$ cat src/rtl/joybus_host_master.sv
// N64 Joybus host master: serialises a command onto the open-drain line, then decodes the reply.
// Optional JOYBUS_GLITCH_FILTER_EN: 3-sample glitch filter on the synchronised line level.
module joybus_host_master #(
    parameter int unsigned T1US       = 50,
    parameter int unsigned RX_TIMEOUT = 3200,
    parameter int unsigned MAX_TX     = 63,
    parameter int unsigned MAX_RX     = 63
) (
    input  logic                            clock,
    input  logic                            reset_l,
    input  logic                            start,
    input  logic [$clog2(MAX_TX+1)-1:0]     tx_len,
    input  logic [$clog2(MAX_RX+1)-1:0]     rx_len,
    input  logic [7:0]                      tx_data,
    output logic                            tx_ack,
    output logic [7:0]                      rx_data,
    output logic                            rx_valid,
    output logic [$clog2(MAX_RX+1)-1:0]     rx_count,
    output logic                            busy,
    output logic                            done,
    output logic                            timeout_err,
    input  logic                            jb_in,
    output logic                            jb_oe
);
    localparam int unsigned TxW  = $clog2(MAX_TX + 1);
    localparam int unsigned RxW  = $clog2(MAX_RX + 1);
    localparam int unsigned CntW = 16;
    localparam logic [CntW-1:0] T1   = CntW'(T1US);
    localparam logic [CntW-1:0] T2   = CntW'(2 * T1US);
    localparam logic [CntW-1:0] T3   = CntW'(3 * T1US);
    localparam logic [CntW-1:0] T4   = CntW'(4 * T1US);
    localparam logic [CntW-1:0] T8   = CntW'(8 * T1US);
    localparam logic [CntW-1:0] TOut = CntW'(RX_TIMEOUT);
    localparam logic [CntW-1:0] One  = CntW'(1);

    typedef enum logic [3:0] {
        StIdle, StTxLow, StTxHigh, StTxStop, StStopWait,
        StRxWait, StRxLow, StRxStop, StRxStopLow, StDone, StErr
    } state_e;

    state_e          state_q, state_d;
    logic [CntW-1:0] cnt_q, cnt_d;
    logic [7:0]      tx_sh_q, tx_sh_d;
    logic [2:0]      tx_bit_q, tx_bit_d;
    logic [TxW-1:0]  tx_left_q, tx_left_d;
    logic [RxW-1:0]  rx_len_q, rx_len_d;
    logic [6:0]      rx_sh_q, rx_sh_d;
    logic [2:0]      rx_bit_q, rx_bit_d;
    logic [7:0]      rx_data_q, rx_data_d;
    logic [RxW-1:0]  rx_count_q, rx_count_d;
    logic            rx_valid_q, rx_valid_d;
    logic            tx_ack_q, tx_ack_d;
    logic            busy_q, busy_d;
    logic            done_q, done_d;
    logic            terr_q, terr_d;
    logic            jb_oe_q, jb_oe_d;
    logic            sync1_q, sync2_q, lvl_prev_q;
    logic            level, fall, rise;
    logic [CntW-1:0] low_len;
    logic            rx_bit;

`ifdef JOYBUS_GLITCH_FILTER_EN
    logic h1_q, h2_q, filt_q;
    // A new level is accepted once three consecutive synchronised samples agree.
    always_comb level = (sync2_q == h1_q && h1_q == h2_q) ? sync2_q : filt_q;
    always_ff @(posedge clock or negedge reset_l) begin
        if (!reset_l) begin
            h1_q   <= 1'b1;
            h2_q   <= 1'b1;
            filt_q <= 1'b1;
        end else begin
            h1_q   <= sync2_q;
            h2_q   <= h1_q;
            filt_q <= level;
        end
    end
`else
    always_comb level = sync2_q;
`endif

    assign fall    = lvl_prev_q & ~level;
    assign rise    = ~lvl_prev_q & level;
    assign low_len = tx_sh_q[7] ? T1 : T3;
    assign rx_bit  = (cnt_q < T2);

    always_comb begin
        state_d    = state_q;
        cnt_d      = cnt_q + One;
        tx_sh_d    = tx_sh_q;
        tx_bit_d   = tx_bit_q;
        tx_left_d  = tx_left_q;
        rx_len_d   = rx_len_q;
        rx_sh_d    = rx_sh_q;
        rx_bit_d   = rx_bit_q;
        rx_data_d  = rx_data_q;
        rx_count_d = rx_count_q;
        rx_valid_d = 1'b0;
        tx_ack_d   = 1'b0;
        terr_d     = terr_q;
        case (state_q)
            StIdle, StDone, StErr: begin
                state_d = StIdle;
                cnt_d   = '0;
                if (start) begin
                    terr_d     = 1'b0;
                    rx_count_d = '0;
                    rx_bit_d   = '0;
                    if (tx_len == '0) begin
                        state_d = StDone;
                    end else begin
                        tx_left_d = tx_len;
                        rx_len_d  = rx_len;
                        tx_sh_d   = tx_data;
                        tx_bit_d  = '0;
                        tx_ack_d  = 1'b1;
                        state_d   = StTxLow;
                    end
                end
            end
            StTxLow: if (cnt_q == low_len - One) begin
                cnt_d   = '0;
                state_d = StTxHigh;
            end
            StTxHigh: if (cnt_q == T4 - low_len - One) begin
                cnt_d    = '0;
                tx_bit_d = tx_bit_q + 3'd1;
                tx_sh_d  = {tx_sh_q[6:0], 1'b0};
                state_d  = StTxLow;
                if (tx_bit_q == 3'd7) begin
                    if (tx_left_q == TxW'(1)) begin
                        state_d = StTxStop;
                    end else begin
                        tx_left_d = tx_left_q - TxW'(1);
                        tx_sh_d   = tx_data;
                        tx_ack_d  = 1'b1;
                    end
                end
            end
            StTxStop: if (cnt_q == T1 - One) begin
                cnt_d   = '0;
                state_d = (rx_len_q == '0) ? StStopWait : StRxWait;
            end
            StStopWait: if (cnt_q == T2 - One) state_d = StDone;
            StRxWait, StRxStop: begin
                if (fall) begin
                    // The cycle that revealed the falling edge is already one low cycle.
                    cnt_d   = One;
                    state_d = (state_q == StRxWait) ? StRxLow : StRxStopLow;
                end else if (cnt_q == TOut - One) begin
                    state_d = StErr;
                end
            end
            StRxLow: begin
                if (rise) begin
                    cnt_d    = '0;
                    state_d  = StRxWait;
                    rx_sh_d  = {rx_sh_q[5:0], rx_bit};
                    rx_bit_d = rx_bit_q + 3'd1;
                    if (rx_bit_q == 3'd7) begin
                        rx_data_d  = {rx_sh_q, rx_bit};
                        rx_valid_d = 1'b1;
                        rx_count_d = rx_count_q + RxW'(1);
                        if (rx_count_d == rx_len_q) state_d = StRxStop;
                    end
                end else if (cnt_q == T8) begin
                    state_d = StErr;
                end
            end
            StRxStopLow: begin
                if (rise) state_d = StDone;
                else if (cnt_q == T8) state_d = StErr;
            end
            default: state_d = StIdle;
        endcase
        if (state_d == StErr) terr_d = 1'b1;
        busy_d  = !(state_d inside {StIdle, StDone, StErr});
        done_d  = (state_d == StDone) || (state_d == StErr);
        jb_oe_d = (state_d == StTxLow) || (state_d == StTxStop);
    end

    always_ff @(posedge clock or negedge reset_l) begin
        if (!reset_l) begin
            state_q    <= StIdle;
            cnt_q      <= '0;
            tx_sh_q    <= '0;
            tx_bit_q   <= '0;
            tx_left_q  <= '0;
            rx_len_q   <= '0;
            rx_sh_q    <= '0;
            rx_bit_q   <= '0;
            rx_data_q  <= '0;
            rx_count_q <= '0;
            rx_valid_q <= 1'b0;
            tx_ack_q   <= 1'b0;
            busy_q     <= 1'b0;
            done_q     <= 1'b0;
            terr_q     <= 1'b0;
            jb_oe_q    <= 1'b0;
            sync1_q    <= 1'b1;
            sync2_q    <= 1'b1;
            lvl_prev_q <= 1'b1;
        end else begin
            state_q    <= state_d;
            cnt_q      <= cnt_d;
            tx_sh_q    <= tx_sh_d;
            tx_bit_q   <= tx_bit_d;
            tx_left_q  <= tx_left_d;
            rx_len_q   <= rx_len_d;
            rx_sh_q    <= rx_sh_d;
            rx_bit_q   <= rx_bit_d;
            rx_data_q  <= rx_data_d;
            rx_count_q <= rx_count_d;
            rx_valid_q <= rx_valid_d;
            tx_ack_q   <= tx_ack_d;
            busy_q     <= busy_d;
            done_q     <= done_d;
            terr_q     <= terr_d;
            jb_oe_q    <= jb_oe_d;
            sync1_q    <= jb_in;
            sync2_q    <= sync1_q;
            lvl_prev_q <= level;
        end
    end

    assign tx_ack      = tx_ack_q;
    assign rx_data     = rx_data_q;
    assign rx_valid    = rx_valid_q;
    assign rx_count    = rx_count_q;
    assign busy        = busy_q;
    assign done        = done_q;
    assign timeout_err = terr_q;
    assign jb_oe       = jb_oe_q;
endmodule

$ cat config.mk
export PLATFORM = sky130hd
export DESIGN_NAME = joybus_host_master
export DESIGN_NICKNAME = d
export VERILOG_FILES = /design/src/rtl/joybus_host_master.sv
export SDC_FILE = /design/constraint.sdc
export NUM_CORES = 1
export LEC_CHECK = 0
export CORE_AREA = 2 2 83 85
export DETAILED_ROUTE_END_ITERATION = 6
export DIE_AREA = 0 0 85 87
export DONT_BUFFER_PORTS = 1
export PLACE_DENSITY_LB_ADDON = 0.3
export SYNTH_ARGS = -nofsm -noshare
export SYNTH_HDL_FRONTEND = slang
export SYNTH_SLANG_ARGS = --single-unit
$ cat constraint.sdc
create_clock -name clock -period 5.2 [get_ports clock]
set_input_delay 1.04 -clock clock [delete_from_list [all_inputs] [get_ports clock]]
set_output_delay 1.04 -clock clock [all_outputs]
set_load 0.01 [all_outputs]
==> results.json <==
{
  "cts_setup_buffers": 0,
  "synth-main-ff-cell": "dfrtp_1",
  "rsz0062_at_grt": "no",
  "cts_hold_buf": 0,
  "hpwl_um": 5940,
  "die-area_um2": 7400,
  "required_ns": 5.41,
  "hold_class": "flip-flop to flip-flop",
  "clockBufferDepth": 2,
  "peakVddDrop_mv": 0.256,
  "ys_seq_area_share_pct": 46.2,
  "antennaDiodeCount": 0,
  "place.gp.congestion": 0.913,
  "clock_latency_ns": 0.35,
  "ys_warn_count": 0,
  "seqPwrFrac_pct": 48.6,
  "area_delta_synth_final_pct": 4.83,
  "die_w_um": 85,
  "fill_cells": 531,
  "antenna_found_initial": 0,
  "critPathBufInv": 1,
  "core_area_um2": 6570,
  "grt_overflow": 0,
  "cp_max_fo": 16,
  "synth_edf_count": 0,
  "yosys-top-cells-count": "73 x dfrtp_1, 61 x nand2_1, 40 x nor2_1, 26 x o21ai_0, 16 x xor2_1",
  "status": "complete, no violations",
  "power_density_nw_per_um2": 408,
  "wl_um": 8360,
  "nNetsFinal": 446,
  "synth_fp_nets": 456,
  "path_class": "flip-flop to flip-flop",
  "whs_ns": 0.358,
  "multi_input_area_um2": 2050,
  "dr.pass1.iters": 4,
  "netSwitchingFraction_pct": 31.5,
  "hold_viol": 0,
  "arrival_ns": 3.21,
  "clkPwrFrac_pct": 29.5,
  "max_freq_ghz": 0.333,
  "antenna_left": 0,
  "numCtsBuffers": 9,
  "route.met3.wl_um": 464,
  "synthDistinctLibCells": 60,
  "cts_tree": "yes",
  "fp-row-count": 30,
  "synth.area.top_cells": "dfrtp_1 44%, nand2_1 5.6%, nor2_1 3.6%",
  "async_flop_share_pct": 100,
  "ioPinCount": 44,
  "fin_util_pct": 65.8,
  "fin_skew_ns": 0.00718,
  "synth_top_area_share_pct": 44.3,
  "clock_sink_count": 76,
  "m1WireLength_um": 3830,
  "wl_per_cell_um": 16.8,
  "seqCellArea_um2": 1910,
  "crit_path_max_incr_delay_ns": 0.66,
  "ys_seq_elements": 76,
  "path_cells": "nor2b_1 > nand4_1 > inv_1 > nor2_1 > o21ai_0 > o31ai_1",
  "setup_viol": 0,
  "start_util_pct": 62.8,
  "syn_avg_cell_area_um2": 9.77,
  "cts_root_buf": "clkbuf_8",
  "critPathSlowestCell": "nand4_1",
  "critPathTopFamily": "simple AND/OR/NAND/NOR gates",
  "vias": 3037,
  "cts_resized": 0,
  "p_int_w": 0.00121,
  "netlist_instances": 422,
  "slew_headroom_pct": 36.9,
  "io_buffers": 0,
  "dpl_cell_area_um2": 4080,
  "die_y_um": 87,
  "min_period_ns": 3.00,
  "period_share_pct": 57.7,
  "grt_pass1_vias": 2902,
  "drc_errors": 0,
  "synthMostInstantiatedCell": "dfrtp_1",
  "max_cap_violations": 0,
  "top_layer": "met4",
  "yosysTopAreaCell": "dfrtp_1",
  "power.leakage_nw": 1.93,
  "fin_tns_setup_ns": 0,
  "drt_iter0_drc": 218,
  "tightest_slew_ns": 0.947,
  "drive_gt1_share_pct": 11.0,
  "grt_pass1_wl_um": 14200,
  "final_cell_area_um2": 4320,
  "drt-vias-per-instance": 6.11,
  "slew_viol_final": 0,
  "grt_use_total_pct": 24.3,
  "grt_start_max_net_pins": 77,
  "endpoint_kind": "flip-flop",
  "clkTransAtPathRegs_ns": 0.07,
  "pwr-share-comb_pct": 22.0,
  "dr_wl_met2_um": 3920,
  "mappedNetlistArea_um2": 4120,
  "net-switching-power_w": 0.000555,
  "start_kind": "flip-flop",
  "h-tree-depth": 3
}
placed cells by master (no fill, tap or decap), types with 12 or more instances in the layout:
cell / netlist / final
clkbuf_8: 0 / 12
nor2_1: 40 / 40
nand3_1: 15 / 15
nand2_1: 61 / 61
mux2_2: 12 / 12
a21oi_1: 13 / 13
xor2_1: 16 / 16
o21ai_0: 26 / 26
dfrtp_1: 73 / 73
nor3_1: 14 / 14
sequential cells by signal, summed over array words and instances, names as in the netlist, 3 cells and up:
signal     count
tx_bit_q       3
cnt_q         16
tx_left_q      6
tx_sh_q        8
state_q        4
rx_data        8
rx_sh_q        7
rx_count       6
rx_bit_q       3
rx_len_q       6
final cells by class:
type	instances	area share (%)
Inverter	7	0.608
Clock buffer	13	3.91
Multi-Input combinational cell	318	47.5
Clock inverter	3	1.59
Sequential cell	76	44.1
Tap cell	80	2.32
kinds of logic (layout without fill, tap and decap cells):
| family | Yosys count | count (layout) | synth area share, % |
|---|---|---|---|
| buf+inv | 28 | 23 | 4.01 |
| compound gates | 71 | 71 | 11.4 |
| flops | 76 | 76 | 46.2 |
| fa+ha+maj | 10 | 10 | 3.03 |
| xor+xnor | 26 | 26 | 5.52 |
| simple gates | 189 | 189 | 24.1 |
| mux | 22 | 22 | 5.71 |
stage by stage:
| stage | total power, W | setup slack, ns | std cells |
|---|---|---|---|
| 2_1_floorplan | 0.00118 | 2.91 | 422 |
| 3_3_place_gp | 0.00123 | 2.43 | 481 |
| 3_5_place_dp | 0.00125 | 2.30 | 481 |
| 6_report | 0.00176 | 2.20 | 497 |
| 4_1_cts | 0.00177 | 2.26 | 497 |
| 5_1_grt | 0.00187 | 1.90 | 497 |
routing by layer:
metal	global-route usage, %	vias to the layer above
met5	0	-
met3	6.16	14
met4	6.93	0
li1	-	1471
met2	37.9	87
met1	33.9	1465
final timing paths:
kind                                       from                 endpoint  slack (ns)  cells after the start
max                        state_q[2]$_DFF_PN0_  rx_count[3]$_DFFE_PN0P_        2.20                      6
min                           sync1_q$_DFF_PN1_          level$_DFF_PN1_        0.36                      0
max reg2reg                state_q[2]$_DFF_PN0_  rx_count[3]$_DFFE_PN0P_        2.20                      6
min reg2reg                   sync1_q$_DFF_PN1_          level$_DFF_PN1_        0.36                      0
max in group asynchronous               reset_l          level$_DFF_PN1_        4.62                      0
min in group asynchronous               reset_l  rx_count[0]$_DFFE_PN0P_        0.37                      0
power groups by stage:
| stage | logic (W) | registers [W] | clock network (W) |
|---|---|---|---|
| 4_1_cts | 0.000387 | 0.000855 | 0.000532 |
| 3_5_place_dp | 0.000382 | 0.000865 | 0 |
| 5_1_grt | 0.000436 | 0.000873 | 0.000558 |
| 6_report | 0.000387 | 0.000857 | 0.000520 |
| 3_3_place_gp | 0.000370 | 0.000855 | 0 |
| 2_1_floorplan | 0.000381 | 0.000795 | 0 |
No activity file was read; power rests on OpenSTA's default activity.
